[config.mk]
export PLATFORM = sky130hd
export DESIGN_NAME = dvs_multi_ch_ravens_reader
export DESIGN_NICKNAME = d
export VERILOG_FILES = /design/src/rtl/dvs_ravens_pkg.sv /design/src/rtl/dvs_spike_queue.sv /design/src/rtl/dvs_multi_ch_ravens_reader.sv
export SDC_FILE = /design/constraint.sdc
export NUM_CORES = 1
export LEC_CHECK = 0
export BUFFER_PORTS_ARGS = -buffer_cell sky130_fd_sc_hd__buf_2
export CAP_MARGIN = 20
export CORE_ASPECT_RATIO = 0.9
export CORE_MARGIN = 2
export CORE_UTILIZATION = 25
export DETAILED_ROUTE_END_ITERATION = 8
export PLACE_DENSITY = 0.45
export SYNTH_ARGS = -nofsm -noshare
export SYNTH_HDL_FRONTEND = slang
export SYNTH_SLANG_ARGS = --single-unit
[constraint.sdc]
create_clock -name clk -period 17.8 [get_ports clk]
set_input_delay 3.56 -clock clk [delete_from_list [all_inputs] [get_ports clk]]
set_output_delay 3.56 -clock clk [all_outputs]
set_load 0.005 [all_outputs]
[src/rtl/dvs_ravens_pkg.sv]
// Shared types for the DVS-to-RAVENS reader: event widths, reader FSM states,
// channel-tagged spike record and the wrap-safe timestamp comparison.
package dvs_ravens_pkg;

  localparam int EVENT_BITS        = 32;
  localparam int TIMESTAMP_US_BITS = 16;
  localparam int MAX_CH_BITS       = 4;

  typedef enum logic [1:0] {
    RDR_IDLE,
    RDR_REQ,
    RDR_RD_CTRL,
    RDR_RD
  } rdr_state_t;

  typedef struct packed {
    logic [MAX_CH_BITS-1:0] ch;
    logic [EVENT_BITS-1:0]  evt;
  } tagged_spike_t;

  localparam int SPIKE_BITS = $bits(tagged_spike_t);

  // Modular difference read as signed: valid while the true gap is under half the wrap period.
  function automatic logic ts_reached(input logic [TIMESTAMP_US_BITS-1:0] now,
                                      input logic [TIMESTAMP_US_BITS-1:0] ts);
    logic signed [TIMESTAMP_US_BITS-1:0] delta;
    delta = $signed(now - ts);
    return (delta >= 0);
  endfunction

endpackage

[src/rtl/dvs_spike_queue.sv]
// Synchronous first-word-fall-through queue; head_o always shows the oldest entry.
module dvs_spike_queue #(
  parameter int WIDTH = 36,
  parameter int DEPTH = 8
) (
  input  logic                     clk,
  input  logic                     rst,
  input  logic                     push_i,
  input  logic [WIDTH-1:0]         push_data_i,
  input  logic                     pop_i,
  output logic [WIDTH-1:0]         head_o,
  output logic                     empty_o,
  output logic [$clog2(DEPTH):0]   count_o
);

  localparam int AW = $clog2(DEPTH);

  logic [WIDTH-1:0] mem_q [DEPTH];
  logic [AW-1:0]    wr_ptr_q;
  logic [AW-1:0]    rd_ptr_q;
  logic [AW:0]      count_q;
  logic             full;
  logic             wr_ok;
  logic             rd_ok;

  assign empty_o = (count_q == '0);
  assign full    = (count_q == (AW+1)'(DEPTH));
  assign rd_ok   = pop_i && !empty_o;
  // A pop in the same cycle frees the slot, so a push into a full queue is still accepted.
  assign wr_ok   = push_i && (!full || rd_ok);

  always_ff @(posedge clk) begin
    if (rst) begin
      wr_ptr_q <= '0;
      rd_ptr_q <= '0;
      count_q  <= '0;
    end else begin
      if (wr_ok) wr_ptr_q <= wr_ptr_q + 1'b1;
      if (rd_ok) rd_ptr_q <= rd_ptr_q + 1'b1;
      unique case ({wr_ok, rd_ok})
        2'b10:   count_q <= count_q + 1'b1;
        2'b01:   count_q <= count_q - 1'b1;
        default: count_q <= count_q;
      endcase
    end
  end

  always_ff @(posedge clk) begin
    if (wr_ok) mem_q[wr_ptr_q] <= push_data_i;
  end

  assign head_o  = mem_q[rd_ptr_q];
  assign count_o = count_q;

endmodule

[src/rtl/dvs_multi_ch_ravens_reader.sv]
// Round-robin reader of NUM_CH DVS event FIFOs feeding a channel-tagged spike
// queue, with optional timestamp-gated release towards the RAVENS transmitter.
module dvs_multi_ch_ravens_reader
  import dvs_ravens_pkg::*;
#(
  parameter int NUM_CH     = 4,
  parameter int DEPTH      = 8,
  parameter int TIMED_MODE = 1,
  parameter int GRANT_TO   = 15,
  localparam int CH_BITS   = (NUM_CH > 1) ? $clog2(NUM_CH) : 1
) (
  input  logic                           clk,
  input  logic                           rst,
  input  logic [NUM_CH-1:0]              ch_en,
  input  logic [NUM_CH-1:0]              fifo_empty,
  input  logic [NUM_CH-1:0]              fifo_grant,
  input  logic [NUM_CH*EVENT_BITS-1:0]   fifo_event,
  input  logic [TIMESTAMP_US_BITS-1:0]   time_us,
  output logic [NUM_CH-1:0]              fifo_req,
  output logic [NUM_CH-1:0]              fifo_rd_en,
  output logic                           spike_valid,
  input  logic                           spike_ready,
  output logic [CH_BITS-1:0]             spike_ch,
  output logic [EVENT_BITS-1:0]          spike_event,
  output logic [15:0]                    drop_cnt
);

  localparam int TO_BITS  = (GRANT_TO > 1) ? $clog2(GRANT_TO + 1) : 1;
  localparam int CNT_BITS = $clog2(DEPTH) + 1;

  function automatic logic [NUM_CH-1:0] ch_onehot(input logic [CH_BITS-1:0] ch);
    logic [NUM_CH-1:0] v;
    v = '0;
    for (int i = 0; i < NUM_CH; i++) begin
      if (CH_BITS'(i) == ch) v[i] = 1'b1;
    end
    return v;
  endfunction

  function automatic logic [15:0] sat_inc16(input logic [15:0] v);
    return (v == 16'hFFFF) ? v : v + 16'd1;
  endfunction

  rdr_state_t            state_q;
  logic [CH_BITS-1:0]    cur_ch_q;
  logic [CH_BITS-1:0]    rr_q;
  logic [CH_BITS-1:0]    rr_d;
  logic [TO_BITS-1:0]    to_q;
  logic [NUM_CH-1:0]     req_q;
  logic [NUM_CH-1:0]     rd_en_q;
  logic [15:0]           drop_q;

  logic [NUM_CH-1:0]     elig;
  logic [CH_BITS-1:0]    idx;
  logic [CH_BITS-1:0]    pick;
  logic                  pick_vld;
  logic [EVENT_BITS-1:0] cur_evt;

  logic                  push;
  tagged_spike_t         push_data;
  tagged_spike_t         head;
  logic                  q_empty;
  logic [CNT_BITS-1:0]   q_count;
  logic                  rel_ok;
  logic                  pop;

  assign elig = ch_en & ~fifo_empty;

  // First eligible channel at or after the round-robin pointer, wrapping.
  always_comb begin
    pick     = rr_q;
    pick_vld = 1'b0;
    idx      = '0;
    for (int i = 0; i < NUM_CH; i++) begin
      idx = CH_BITS'((int'(rr_q) + i) % NUM_CH);
      if (!pick_vld && elig[idx]) begin
        pick_vld = 1'b1;
        pick     = idx;
      end
    end
  end

  always_comb begin
    cur_evt = '0;
    for (int i = 0; i < NUM_CH; i++) begin
      if (CH_BITS'(i) == cur_ch_q) cur_evt = fifo_event[i*EVENT_BITS +: EVENT_BITS];
    end
  end

  assign rr_d = (cur_ch_q == CH_BITS'(NUM_CH - 1)) ? '0 : cur_ch_q + 1'b1;

  always_ff @(posedge clk) begin
    if (rst) begin
      state_q  <= RDR_IDLE;
      cur_ch_q <= '0;
      rr_q     <= '0;
      to_q     <= '0;
      req_q    <= '0;
      rd_en_q  <= '0;
      drop_q   <= '0;
    end else begin
      unique case (state_q)
        RDR_IDLE: begin
          // Admission at IDLE is what keeps the later push from overflowing the queue.
          if (pick_vld && (q_count <= CNT_BITS'(DEPTH - 1))) begin
            cur_ch_q <= pick;
            req_q    <= ch_onehot(pick);
            to_q     <= '0;
            state_q  <= RDR_REQ;
          end
        end
        RDR_REQ: begin
          if (|(fifo_grant & req_q)) begin
            rd_en_q <= req_q;
            state_q <= RDR_RD_CTRL;
          end else if (to_q == TO_BITS'(GRANT_TO - 1)) begin
            req_q   <= '0;
            drop_q  <= sat_inc16(drop_q);
            rr_q    <= rr_d;
            state_q <= RDR_IDLE;
          end else begin
            to_q <= to_q + 1'b1;
          end
        end
        RDR_RD_CTRL: begin
          rd_en_q <= '0;
          req_q   <= '0;
          state_q <= RDR_RD;
        end
        RDR_RD: begin
          rr_q    <= rr_d;
          state_q <= RDR_IDLE;
        end
        default: state_q <= RDR_IDLE;
      endcase
    end
  end

  // FIFO data arrives the cycle after rd_en, i.e. while in RD.
  always_comb begin
    push          = (state_q == RDR_RD);
    push_data.ch  = MAX_CH_BITS'(cur_ch_q);
    push_data.evt = cur_evt;
  end

  dvs_spike_queue #(
    .WIDTH (SPIKE_BITS),
    .DEPTH (DEPTH)
  ) u_queue (
    .clk         (clk),
    .rst         (rst),
    .push_i      (push),
    .push_data_i (push_data),
    .pop_i       (pop),
    .head_o      (head),
    .empty_o     (q_empty),
    .count_o     (q_count)
  );

  assign rel_ok      = (TIMED_MODE == 0) || ts_reached(time_us, head.evt[TIMESTAMP_US_BITS-1:0]);
  assign spike_valid = !q_empty && rel_ok;
  assign pop         = spike_valid && spike_ready;
  assign spike_ch    = q_empty ? '0 : head.ch[CH_BITS-1:0];
  assign spike_event = q_empty ? '0 : head.evt;

  assign fifo_req    = req_q;
  assign fifo_rd_en  = rd_en_q;
  assign drop_cnt    = drop_q;

endmodule

==> flow_summary_export.csv <==
group,metric,value,unit
place,portBuffers,217,
cells_and_area,final_cell_mix,"edfxtp_1 (272), buf_2 (217), nor2_1 (136)",
yosys,synth_area,0.0141,mm^2
setup_path,setup.worst_path.start_class,"primary input",
setup_path,cpPeakStageDelay,0.34,ns
timing,hold_viol,0,
yosys,ys_async_sr_fraction,0,%
power,p_sw_share,23.6,%
cells_and_area,finalNetCount,1412,
drt,drc,0,
run,drv_cap,0,
cells_and_area,area_growth,22.5,%
yosys,ys_types,54,
clocking,cts_hold_buf,0,
setup_path,critical_path_class,"in -> out",
min_path,min_path_cells,2,
timing,maxSlewViolCount,0,
drt,vias,8951,
floorplan,coreArea,0.0558,mm^2
drt,antenna_left,0,
floorplan,start_util,25.3,%
floorplan,fp.dieArea,0.0585,mm^2
power,seq_power_share,50.1,%
drt,drt-initial-drc-count,553,
cells_and_area,finalCoreUtilization,31.0,%
timing,min_period,8.81,ns
yosys,syn_inst,999,
power,combPwrFrac,8.8,%
clocking,cts_buffers,37,
cells_and_area,nFillCells,5677,
setup_path,crit_top_cell,"buf_2",
yosys,ys_seq_area_share,64.4,%
timing,relSlewSlack,28.0,%
min_path,hold_start,"fifo_rd_en[1]",
cells_and_area,drive_gt1_share,30.5,%
yosys,synth_area_leaders,"edfxtp_1 (58%), mux4_2 (11%), dfxtp_1 (6.7%)",
clocking,postCtsResizedCells,0,
drt,wirelength,37.5,mm
timing,setup_viol,0,
timing,fin_skew,0.0253,ns
timing,finalSetupTns,0,ns
yosys,syn_area_per_cell,14.1,um^2
yosys,synth_edf_count,272,
timing,worstMarginPinSlew,1.08,ns
setup_path,cp_max_fo,3,
setup_path,reg2reg_slack,11.63,ns
clocking,worstSkewPairLatency,0.55,ns
yosys,ys.flop_type,"edfxtp_1",
clocking,htreeDepth,2,
clocking,cts.clk_slew.worst_paths,0.05,ns
clocking,cts_setup_buffers,0,
clocking,cts_tree,"yes",
global_routing,overflow,0,
timing,post-route-period-util,49.5,%
yosys,synth_top_cell_area_share,57.8,%
cells_and_area,layout.cells.most_common,"edfxtp_1",
clocking,cts.root.buffer_cell,"clkbuf_16",
floorplan,die_w,255,um
outcome,status,"completed",
min_path,hold_path.class,"reg -> reg",
yosys,yosysTopAreaCell,"edfxtp_1",
power,p_leak,6.03,nW
timing,max_clock_freq,0.114,GHz
place,dpl.hpwl,23.9,mm
floorplan,io_pins,218,
setup_path,crit_chain,"buf_2 -> ha_1 -> nand2_1 -> o21ai_0 -> o2111ai_1 -> a21bo_2 -> a21oi_4 -> buf_2",
global_routing,grt_pass1_vias,8887,
power,p_per_area,98.7,mW/mm^2
global_routing,antenna_found_initial,5,
yosys,synthesis.nets,1190,
setup_path,rr_worst_depth,12,
global_routing,grt_pass1_wl,55.2,mm
setup_path,arrival,5.25,ns
global_routing,groute.usage.overall,12.7,%
setup_path,rr_endpoint,"u_queue.mem_q[3][31]",
power,clkPwrFrac,41.1,%
timing,finalWorstSetupSlack,8.99,ns
drt,first_pass_iters,5,
power,internal-power,1.30,mW
yosys,yosys_warnings,0,
yosys,ys_ff_latch,319,
global_routing,grt_max_degree,66,
min_path,whs_endpoint,"fifo_rd_en[1]",
clocking,clockBufferDepth,3,
place,gp_congestion,0.732,
floorplan,row_count,82,
place,dp_slack,8.96,ns
setup_path,critPathCaptureType,"output pin",
drt,wl_per_cell,18.7,um
setup_path,required,14.24,ns
clocking,clock-sinks,319,
timing,rsz0062_at_grt,"no",
drt,via_per_inst,4.47,
floorplan,die_height,230,um
power,ir_worst_vdd,0.0000540,V
setup_path,cp_slowest_cell,"o21ai_0",
power,p_sw,0.403,mW
[how the worst max path moves through the flow]
stage | slack, ns | to | start | depth (start not counted)
6_report | 8.99 | spike_valid | time_us[6] | 8
3_5_place_dp | 8.96 | spike_valid | time_us[6] | 8
2_1_floorplan | 9.06 | u_queue.mem_q[0][0] | time_us[10] | 9
5_1_grt | 8.90 | spike_valid | time_us[0] | 9
3_3_place_gp | 8.99 | spike_valid | time_us[6] | 8
4_1_cts | 8.94 | spike_valid | time_us[6] | 8
[sequential cells by signal (all words and copies together) (netlist names), named ones only]
signal / cells
rr_q: 2
fifo_req: 4
u_queue.rd_ptr_q: 3
u_queue.mem_q: 272
drop_cnt: 16
to_q: 4
u_queue.wr_ptr_q: 3
cur_ch_q: 2
fifo_rd_en: 4
state_q: 1
u_queue.count_o: 4
[layout make-up]
| class | count | area (um^2) | area share, % |
|---|---|---|---|
| flip-flops and latches | 319 | 9120 | 52.7 |
| inverters | 15 | 56.3 | 0.325 |
| multi-input cells | 609 | 4820 | 27.9 |
| clock inverters | 16 | 124 | 0.716 |
| repair buffers | 239 | 1250 | 7.23 |
| clock buffers | 48 | 988 | 5.71 |
| diodes | 1 | 2.50 | 0.0145 |
| well taps | 756 | 946 | 5.47 |
[worst max-delay path, delay by kind of cell]
kind	cells	cell delay (ns)
fa+ha+maj	1	0.30
simple gates	1	0.05
buf+inv	2	0.28
compound gates	4	1.05
[cells in the mapped netlist (all sizes together), types with 2 or more instances]
library cell	instances
buf	20
nand2b	9
nor2	136
nand4	5
inv	15
clkbuf	36
or3	9
nand3b	4
mux4	68
nor4bb	2
a21oi	93
mux2i	39
mux2	2
nor4	2
nor4b	3
nor3	4
a41oi	2
ha	31
nand2	85
nor2b	4
xnor2	5
a21o	2
a31oi	2
a211oi	2
edfxtp	272
a22oi	10
and3	3
o21ai	44
a21bo	2
dfxtp	47
and4	4
nand3	10
nor3b	2
xor2	12
and2	3
[power groups by stage]
| stage | Clock (mW) | Sequential [mW] | Combinational [mW] |
|---|---|---|---|
| global route | 0.757 | 0.856 | 0.173 |
| finish | 0.703 | 0.856 | 0.150 |
| floorplan | 0 | 0.869 | 0.0921 |
| global placement | 0 | 0.871 | 0.150 |
| CTS | 0.729 | 0.855 | 0.154 |
| detailed placement | 0 | 0.871 | 0.153 |
[routing by layer]
layer	share of wire [%]	vias up	track usage (%)
met1	46	4407	17.2
met4	1.8	4	3.33
met5	0.059	-	0
li1	-	4226	-
met3	5.9	56	2.65
met2	46	258	20.7
[kinds of logic (layout without fill, tap and decap cells)]
logic type	count (synthesis)	in the layout	share of synthesized area, %
buffers and inverters	71	318	2.03
flip-flops	319	319	64.4
AND/OR/NAND/NOR	287	287	9.17
AO/OA/AOI/OAI	164	164	6.57
multiplexers	109	109	13.8
XOR/XNOR	17	17	1.05
adder cells (fa/ha/maj)	32	32	2.89
other	0	1	0
[metrics by stage]
| stage | cell area [um^2] | hold WS (ns) | cells | power [mW] |
|---|---|---|---|---|
| 2_1_floorplan | 14100 | 0.466 | 999 | 0.961 |
| 6_report | 17300 | 0.507 | 2003 | 1.71 |
| 3_5_place_dp | 16200 | 0.496 | 1938 | 1.02 |
| 5_1_grt | 17300 | 0.536 | 2002 | 1.79 |
| 3_3_place_gp | 16200 | 0.490 | 1938 | 1.02 |
| 4_1_cts | 17300 | 0.511 | 2002 | 1.74 |
No activity file was read; power rests on OpenSTA's default activity.
